### config.mk
export PLATFORM = sky130hd
export DESIGN_NAME = argmax_controller
export DESIGN_NICKNAME = d
export VERILOG_FILES = /design/src/rtl/argmax_controller.sv
export SDC_FILE = /design/constraint.sdc
export NUM_CORES = 1
export LEC_CHECK = 0
export BUFFER_PORTS_ARGS = -buffer_cell sky130_fd_sc_hd__buf_2
export CAP_MARGIN = 20
export CORE_UTILIZATION = 28
export DETAILED_ROUTE_END_ITERATION = 7
export SYNTH_ARGS = -nofsm -noshare
export SYNTH_HDL_FRONTEND = slang
export SYNTH_SLANG_ARGS = --single-unit
### constraint.sdc
create_clock -name clk -period 7 [get_ports clk]
set_input_delay 0.7 -clock clk [delete_from_list [all_inputs] [get_ports clk]]
set_output_delay 0.7 -clock clk [all_outputs]
set_load 0.05 [all_outputs]
### src/rtl/argmax_controller.sv
// argmax_controller: streams an activation vector from SDRAM and
// reports the index and value of its largest signed element.
module argmax_controller (
  input  logic        clk,
  input  logic        reset,
  output logic        slave_waitrequest,
  input  logic [2:0]  slave_address,
  input  logic        slave_read,
  output logic [31:0] slave_readdata,
  input  logic        slave_write,
  input  logic [31:0] slave_writedata,
  input  logic        master_waitrequest,
  output logic [31:0] master_address,
  output logic        master_read,
  input  logic [31:0] master_readdata,
  output logic        master_write,
  output logic [31:0] master_writedata
);

  typedef enum logic [1:0] {IDLE, READ, FINISH} state_t;

  state_t      state, state_nx;
  logic [31:0] src;
  logic [15:0] len;
  logic [15:0] res_idx;
  logic [31:0] res_max;
  logic        done;
  logic [15:0] cnt;
  logic [15:0] run_idx;
  logic [31:0] run_max;
  logic        busy;
  logic        cfg_we;
  logic        start;
  logic        accept;
  logic        last;
  logic        better;

  assign slave_waitrequest = 1'b0;
  assign master_write      = 1'b0;
  assign master_writedata  = '0;

  assign busy   = (state != IDLE);
  assign cfg_we = slave_write && !busy;
  assign start  = cfg_we && (slave_address == 3'd0);
  assign accept = (state == READ) && !master_waitrequest;
  assign last   = (cnt == len - 16'd1);
  assign better = (cnt == 16'd0) ||
                  ($signed(master_readdata) > $signed(run_max));

  // State register; reset aborts any run in progress.
  always_ff @(posedge clk or posedge reset) begin
    if (reset) state <= IDLE;
    else       state <= state_nx;
  end

  // Next state and SDRAM request; address holds while stalled.
  always_comb begin
    state_nx       = state;
    master_read    = 1'b0;
    master_address = '0;
    unique case (state)
      IDLE: begin
        if (start)
          state_nx = (len == 16'd0) ? FINISH : READ;
      end
      READ: begin
        master_read    = 1'b1;
        master_address = (src + {16'b0, cnt}) << 2;
        if (accept && last)
          state_nx = FINISH;
      end
      FINISH: state_nx = IDLE;
      default: state_nx = IDLE;
    endcase
  end

  // CPU-visible configuration, frozen while a run is active.
  always_ff @(posedge clk or posedge reset) begin
    if (reset) begin
      src <= '0;
      len <= '0;
    end else if (cfg_we) begin
      if (slave_address == 3'd1) src <= slave_writedata;
      if (slave_address == 3'd2) len <= slave_writedata[15:0];
    end
  end

  // Running maximum search and result capture.
  always_ff @(posedge clk or posedge reset) begin
    if (reset) begin
      cnt     <= '0;
      run_idx <= '0;
      run_max <= '0;
      res_idx <= '0;
      res_max <= '0;
      done    <= 1'b0;
    end else if (start) begin
      cnt     <= '0;
      run_idx <= '0;
      run_max <= '0;
      done    <= 1'b0;
    end else if (accept) begin
      if (better) begin
        run_idx <= cnt;
        run_max <= master_readdata;
      end
      if (!last) cnt <= cnt + 16'd1;
    end else if (state == FINISH) begin
      res_idx <= run_idx;
      res_max <= run_max;
      done    <= 1'b1;
    end
  end

  // Register read mux, zero when no read strobe.
  always_comb begin
    slave_readdata = '0;
    if (slave_read) begin
      case (slave_address)
        3'd0:    slave_readdata = {30'b0, done, busy};
        3'd1:    slave_readdata = src;
        3'd2:    slave_readdata = {16'b0, len};
        3'd3:    slave_readdata = {16'b0, res_idx};
        3'd4:    slave_readdata = res_max;
        default: slave_readdata = '0;
      endcase
    end
  end

endmodule
==> results of run 1 <==
[final timing paths]
path / startpoint / end / depth (start not counted)
min reg2reg: res_max[30]$_DFFE_PP0P_ / res_max[30]$_DFFE_PP0P_ / 2
min in group clk: res_max[30]$_DFFE_PP0P_ / res_max[30]$_DFFE_PP0P_ / 2
max reg2reg: run_max[9]$_DFFE_PP0P_ / run_max[27]$_DFFE_PP0P_ / 11
max: cnt[0]$_DFFE_PP0P_ / master_address[22] / 11
min: reset / run_max[1]$_DFFE_PP0P_ / 2
max in group asynchronous: reset / src[24]$_DFFE_PP0P_ / 3
[report_power, final]
part           total (mW)  leakage [nW]  switching, mW  internal [mW]
clock network       0.972         0.295          0.407          0.565
registers            1.17          2.18         0.0928           1.08
logic               0.951          3.57          0.592          0.359
total                3.09          6.04           1.09           2.00
[cells in the final DEF, fill, tap and decap left out, types with 4 or more instances in the layout]
master       n
a211oi_1     8
a21o_1       7
a21oi_1     41
a22oi_1     45
a31oi_1      4
and2_1       7
and3_1       7
and4_1       4
buf_2      134
buf_4        9
clkbuf_16   17
clkinv_4     5
conb_1      36
dfrtp_1    163
ha_1        51
inv_1       83
mux2_2      65
mux2i_1     56
nand2_1    126
nand2b_1     7
nand3_1     19
nand4_1     11
nor2_1      62
nor3_1      14
nor4_1      12
o211ai_1     5
o21ai_0     58
or3_1        5
xnor2_1     27
xor2_1      15
[final cells by class]
| type | count | share of cell area |
|---|---|---|
| diodes | 1 | 0.000217 |
| clock buffers | 17 | 0.0369 |
| clock inverters | 15 | 0.0159 |
| inverters | 84 | 0.0278 |
| multi-input cells | 745 | 0.448 |
| flip-flops and latches | 163 | 0.354 |
| well taps | 455 | 0.0494 |
| repair buffers | 145 | 0.0681 |
[stage by stage]
| step | utilization | setup slack [ps] | area (um^2) |
|---|---|---|---|
| after global placement | 0.314 | 2830 | 10900 |
| after global routing | 0.333 | 1940 | 11500 |
| after CTS | 0.332 | 2260 | 11500 |
| after floorplan | - | 1900 | 10000 |
| after detailed placement | 0.314 | 2760 | 10900 |
| final | 0.333 | 2390 | 11500 |
[routing by layer]
| layer | track usage | up-vias | part of all wire |
|---|---|---|---|
| li1 | - | 3794 | - |
| met1 | 0.205 | 3756 | 0.47 |
| met2 | 0.239 | 188 | 0.46 |
| met3 | 0.0312 | 35 | 0.045 |
| met4 | 0.0416 | 10 | 0.016 |
| met5 | 0 | - | 0.0021 |
[registers in the layout, summed over array words and instances (netlist names)]
signal,count
res_max,32
run_idx,16
len,16
run_max,32
src,32
state,2
cnt,16
res_idx,16
done,1
[cell families (layout without fill, tap and decap cells)]
family / count (synthesis) / after routing / synth area share
other: 1 / 37 / 0.000380
multiplexers: 122 / 122 / 0.133
AND/OR/NAND/NOR: 298 / 298 / 0.143
XOR/XNOR: 42 / 42 / 0.0373
adder cells (fa/ha/maj): 52 / 52 / 0.0667
AO/OA/AOI/OAI: 195 / 195 / 0.128
flip-flops: 163 / 163 / 0.413
buffers and inverters: 169 / 261 / 0.0784
==> results.toml, run 1 <==
[outcome]
status = "finished, final reports clean"

[drt]
dr.pass1.iters = 4
wl_per_cell_um = 16.3
vias_per_cell = 4.79
dr_total_vias = 7783
drc = 0
routed_wl_um = 26500
dr.first_iter.drc_count = 530
final_antenna_net_count = 0

[sta]
relSlewSlack = 0.369
setup_violations = 0
fin_crit_ps = 4610
finalHoldViolations = 0
rsz0062_at_grt = "no"
whs_ps = 286
fmax_ghz = 0.217
timing.final.crit_share = 0.659
fin_tns_setup_ps = 0
finalMaxSlewViolations = 0
max_slew.worst_pin.slew_ps = 944
finClkSkew_ps = 7.60

[clocking]
cts_resized = 0
cts_tree = "done"
cts_setup_buffers = 0
clock_path_buffers = 2
root_buffer = "clkbuf_16"
clk_latency_ps = 430
clk_pin_slew_ps = 60
htree_levels = 4
holdBufCountCts = 0
clock-sinks = 163
numCtsBuffers = 17

[layout]
instances_no_fill = 1625
seq_area_um2 = 4080
nFillCells = 3614
nets = 1280
drive_gt1_frac = 0.224
multiInputGateArea_um2 = 5170
syn_to_final_growth_pct = 16.9

[placement]
hpwl_um = 19900
dpl.cell_count = 1590
io_buffers = 134
gp_congestion = 0.860

[synthesis]
yosysMostFrequentCell = "dfrtp_1"
syn_area_per_cell_um2 = 9.47
synth-async-reset-ratio = 1.00
synth_edf_count = 0
synth-seq-area-share = 0.413
synth_seq_cells = 163
syn-cell-area_um2 = 9870
synth.top_cell.area_share = 0.413
yosysTopAreaCell = "dfrtp_1"
yosysWarnings = 0
synth_cell_types = 61
yosys_most_used_dff = "dfrtp_1"
ys_top_cells_by_area = "dfrtp_1 (41%), mux2_2 (7.4%), ha_1 (6.5%)"
synthCells = 1042
synthTopCellsByCount = "dfrtp_1 (163), nand2_1 (126), inv_1 (84)"

[worst_setup_path]
max_stage_delay_ps = 710
cpMaxStageDelayCell = "a31oi_1"
cp_common_cell = "nor2_1"
cp-end-kind = "primary output"
r2r_setup_slack_ps = 3550
path_class = "reg2out"
crit_buf_inv = 1
start_kind = "flip-flop"
crit_arrival_ps = 3910
cp_max_fo = 12
crit_family = "compound AO/OA/AOI/OAI gates"
crit_required_ps = 6300
crit_chain = "ha_1 -> fa_1 -> a211oi_1 -> nor2_1 -> o21ai_0 -> o211ai_1 -> a31oi_1 -> nor2b_1 -> xnor2_1 -> nor2_1 -> buf_2"

[job]
max-cap-violations = 0

[power]
p_leak_nw = 6.04
power_density_nw_per_um2 = 268
p_total_mw = 3.09
peakVddDrop_v = 0.000172

[floorplanning]
initial_utilization = 0.285
core_area_um2 = 34600
die-height_um = 190
io_pins = 171
fp-row-count = 68
chipWidth_um = 190
die_area_um2 = 36000

[worst_hold_path]
worstHoldPathType = "in2async"

[global_routing]
grt-ovfl-total = 0
grt_pass1_vias = 7624
grtUsageTotal = 0.150
grt_pass1_wl_um = 42000
antenna_found_initial = 6
grt_max_degree = 113
Note: power is estimated with default switching activity, not from simulation.
==> run 2, diff against run 1 <==
==> constraint.sdc (replaced) <==
create_clock -name clk -period 3.9 [get_ports clk]
set_input_delay 0.39 -clock clk [delete_from_list [all_inputs] [get_ports clk]]
set_output_delay 0.39 -clock clk [all_outputs]
set_load 0.05 [all_outputs]
==> run 2 against run 1 <==
Routed wire length down 0.48%. Register-to-register slack worse by 2900 ps. Total power up 79%. Count of clock-buffer cells in the layout up 2. Clock power up 77%. First-iteration DRC count up 2.5%. Worst setup slack worse by 2200 ps. Critical endpoint is now master_address[24].
==> results.toml, run 2 (same netlist as run 1, synthesis figures left out) <==
[outcome]
status = "finished, final reports clean"

[worst_setup_path]
crit_required_ps = 3510
max_stage_delay_ps = 450
start_kind = "flip-flop"
cp-end-kind = "primary output"
crit_chain = "ha_1 -> fa_1 -> a211oi_2 -> nor2_1 -> o21ai_0 -> buf_4 -> o211ai_1 -> a31oi_1 -> buf_4 -> o21ai_0 -> a21oi_1 -> clkbuf_4"
path_class = "reg2out"
cpMaxStageDelayCell = "dfrtp_2"
cp_max_fo = 12
crit_arrival_ps = 3280

[layout]
drive_gt1_frac = 0.228
most-common-layout-cells = "dfrtp_1 (162), buf_2 (129), nand2_1 (126)"
biggestRegsByFlops = "res_max (32), run_max (32), src (32)"
syn_to_final_growth_pct = 17.3
nets = 1284
final_common_cell = "dfrtp_1"
fin_area_um2 = 11600
fin_util = 0.334

[placement]
dpl-instance-area_um2 = 10900
hpwl_um = 19800
gp_congestion = 0.868
io_buffers = 134

[sta]
relSlewSlack = 0.319
max_slew.worst_pin.slew_ps = 1020
fin_crit_ps = 3670
finalHoldViolations = 0
finalMaxSlewViolations = 0
fmax_ghz = 0.273
timing.final.crit_share = 0.941
setup_violations = 0
finClkSkew_ps = 15.7

[floorplanning]
io_pins = 171
initial_utilization = 0.285
chipWidth_um = 190
core_area_um2 = 34600
fp-row-count = 68
die_area_um2 = 36000
die-height_um = 190

[clocking]
cts_tree = "done"
root_buffer = "clkbuf_16"
clk_pin_slew_ps = 70
htree_levels = 4
clock_path_buffers = 2
numCtsBuffers = 17
clk_latency_ps = 430
cts_setup_buffers = 0
clock-sinks = 163

[drt]
dr.first_iter.drc_count = 543
vias_per_cell = 4.78
drt-met1-wl_um = 12600
met2_length_um = 12200
dr_total_vias = 7799
wl_per_cell_um = 16.1
routed.top_layer = "met5"
dr.pass1.iters = 5
drc = 0
routed_wl_um = 26300
final_antenna_net_count = 0
dr_wl_met3_um = 1020

[job]
max-cap-violations = 0

[power]
peakVddDrop_v = 0.000308
power_density_nw_per_um2 = 477
p_leak_nw = 6.05

[global_routing]
grt_max_degree = 164
antenna_found_initial = 7
grt-ovfl-total = 0
grt_pass1_vias = 7742
grt_pass1_wl_um = 42400
grtUsageTotal = 0.149

[worst_hold_path]
worstHoldPathType = "in2async"
run 2: changes by cell type in the layout (fill, tap and decap cells not counted), moves of 2 or more:
cell      delta
buf_2        -5
diode_2      +3
clkbuf_4     +2
buf_4        +7
clkinv_4     -2
run 2: repair_timing:
action / in CTS / in global routing
gates resized for setup: 0 / 11
hold buffers: 0 / 0
endpoints found under the setup margin: 0 / 8
endpoints found under the hold margin: 0 / 0
run 2: final timing paths:
kind | startpoint | to | slack [ps] | depth (start not counted)
hold / removal | reset | run_max[1]$_DFFE_PP0P_ | 190 | 3
hold reg to reg | res_max[30]$_DFFE_PP0P_ | res_max[30]$_DFFE_PP0P_ | 480 | 2
max in group asynchronous | reset | len[15]$_DFFE_PP0P_ | 3000 | 3
min in group clk | slave_writedata[27] | src[27]$_DFFE_PP0P_ | 200 | 2
setup / recovery | cnt[0]$_DFFE_PP0P_ | master_address[24] | 230 | 12
setup reg to reg | len[0]$_DFFE_PP0P_ | cnt[6]$_DFFE_PP0P_ | 650 | 10
run 2: layer usage:
metal,global-route usage,vias to the layer above
li1,-,3802
met1,0.206,3780
met2,0.237,177
met3,0.0242,32
met4,0.0499,8
met5,0,-
run 2: power by group:
part	total [mW]	leakage [nW]	internal, mW	switching (mW)
Sequential	2.10	2.18	1.93	0.167
Clock	1.72	0.294	1.02	0.693
Combinational	1.71	3.58	0.650	1.06
run 2: per-stage QoR:
step / instances / hold WS, ps / setup slack, ps / TNS [ps] / total power [mW]
after floorplan: 1077 / 442 / 356 / 0 / 3.43
after global placement: 1595 / 464 / 601 / 0 / 3.79
after detailed placement: 1595 / 472 / 617 / 0 / 3.85
after CTS: 1626 / 180 / 132 / 0 / 5.60
after global routing: 1630 / 192 / -15.5 / -31.4 / 5.90
final: 1631 / 195 / 232 / 0 / 5.53
run 2: cell type report:
cell class | instances | area, um^2
Antenna cell | 4 | 10.0
Clock buffer | 19 | 443
Clock inverter | 12 | 156
Fill cell | 3549 | 23100
Inverter | 84 | 319
Multi-Input combinational cell | 745 | 5170
Sequential cell | 163 | 4080
Tap cell | 455 | 569
Timing Repair Buffer | 149 | 821
run 2: critical path: cells and delay by family, from the launching register on:
| kind | cells | cell delay [ps] |
|---|---|---|
| compound gates | 6 | 990 |
| fa+ha+maj | 2 | 690 |
| buf+inv | 3 | 620 |
| flops | 1 | 450 |
| simple gates | 1 | 100 |
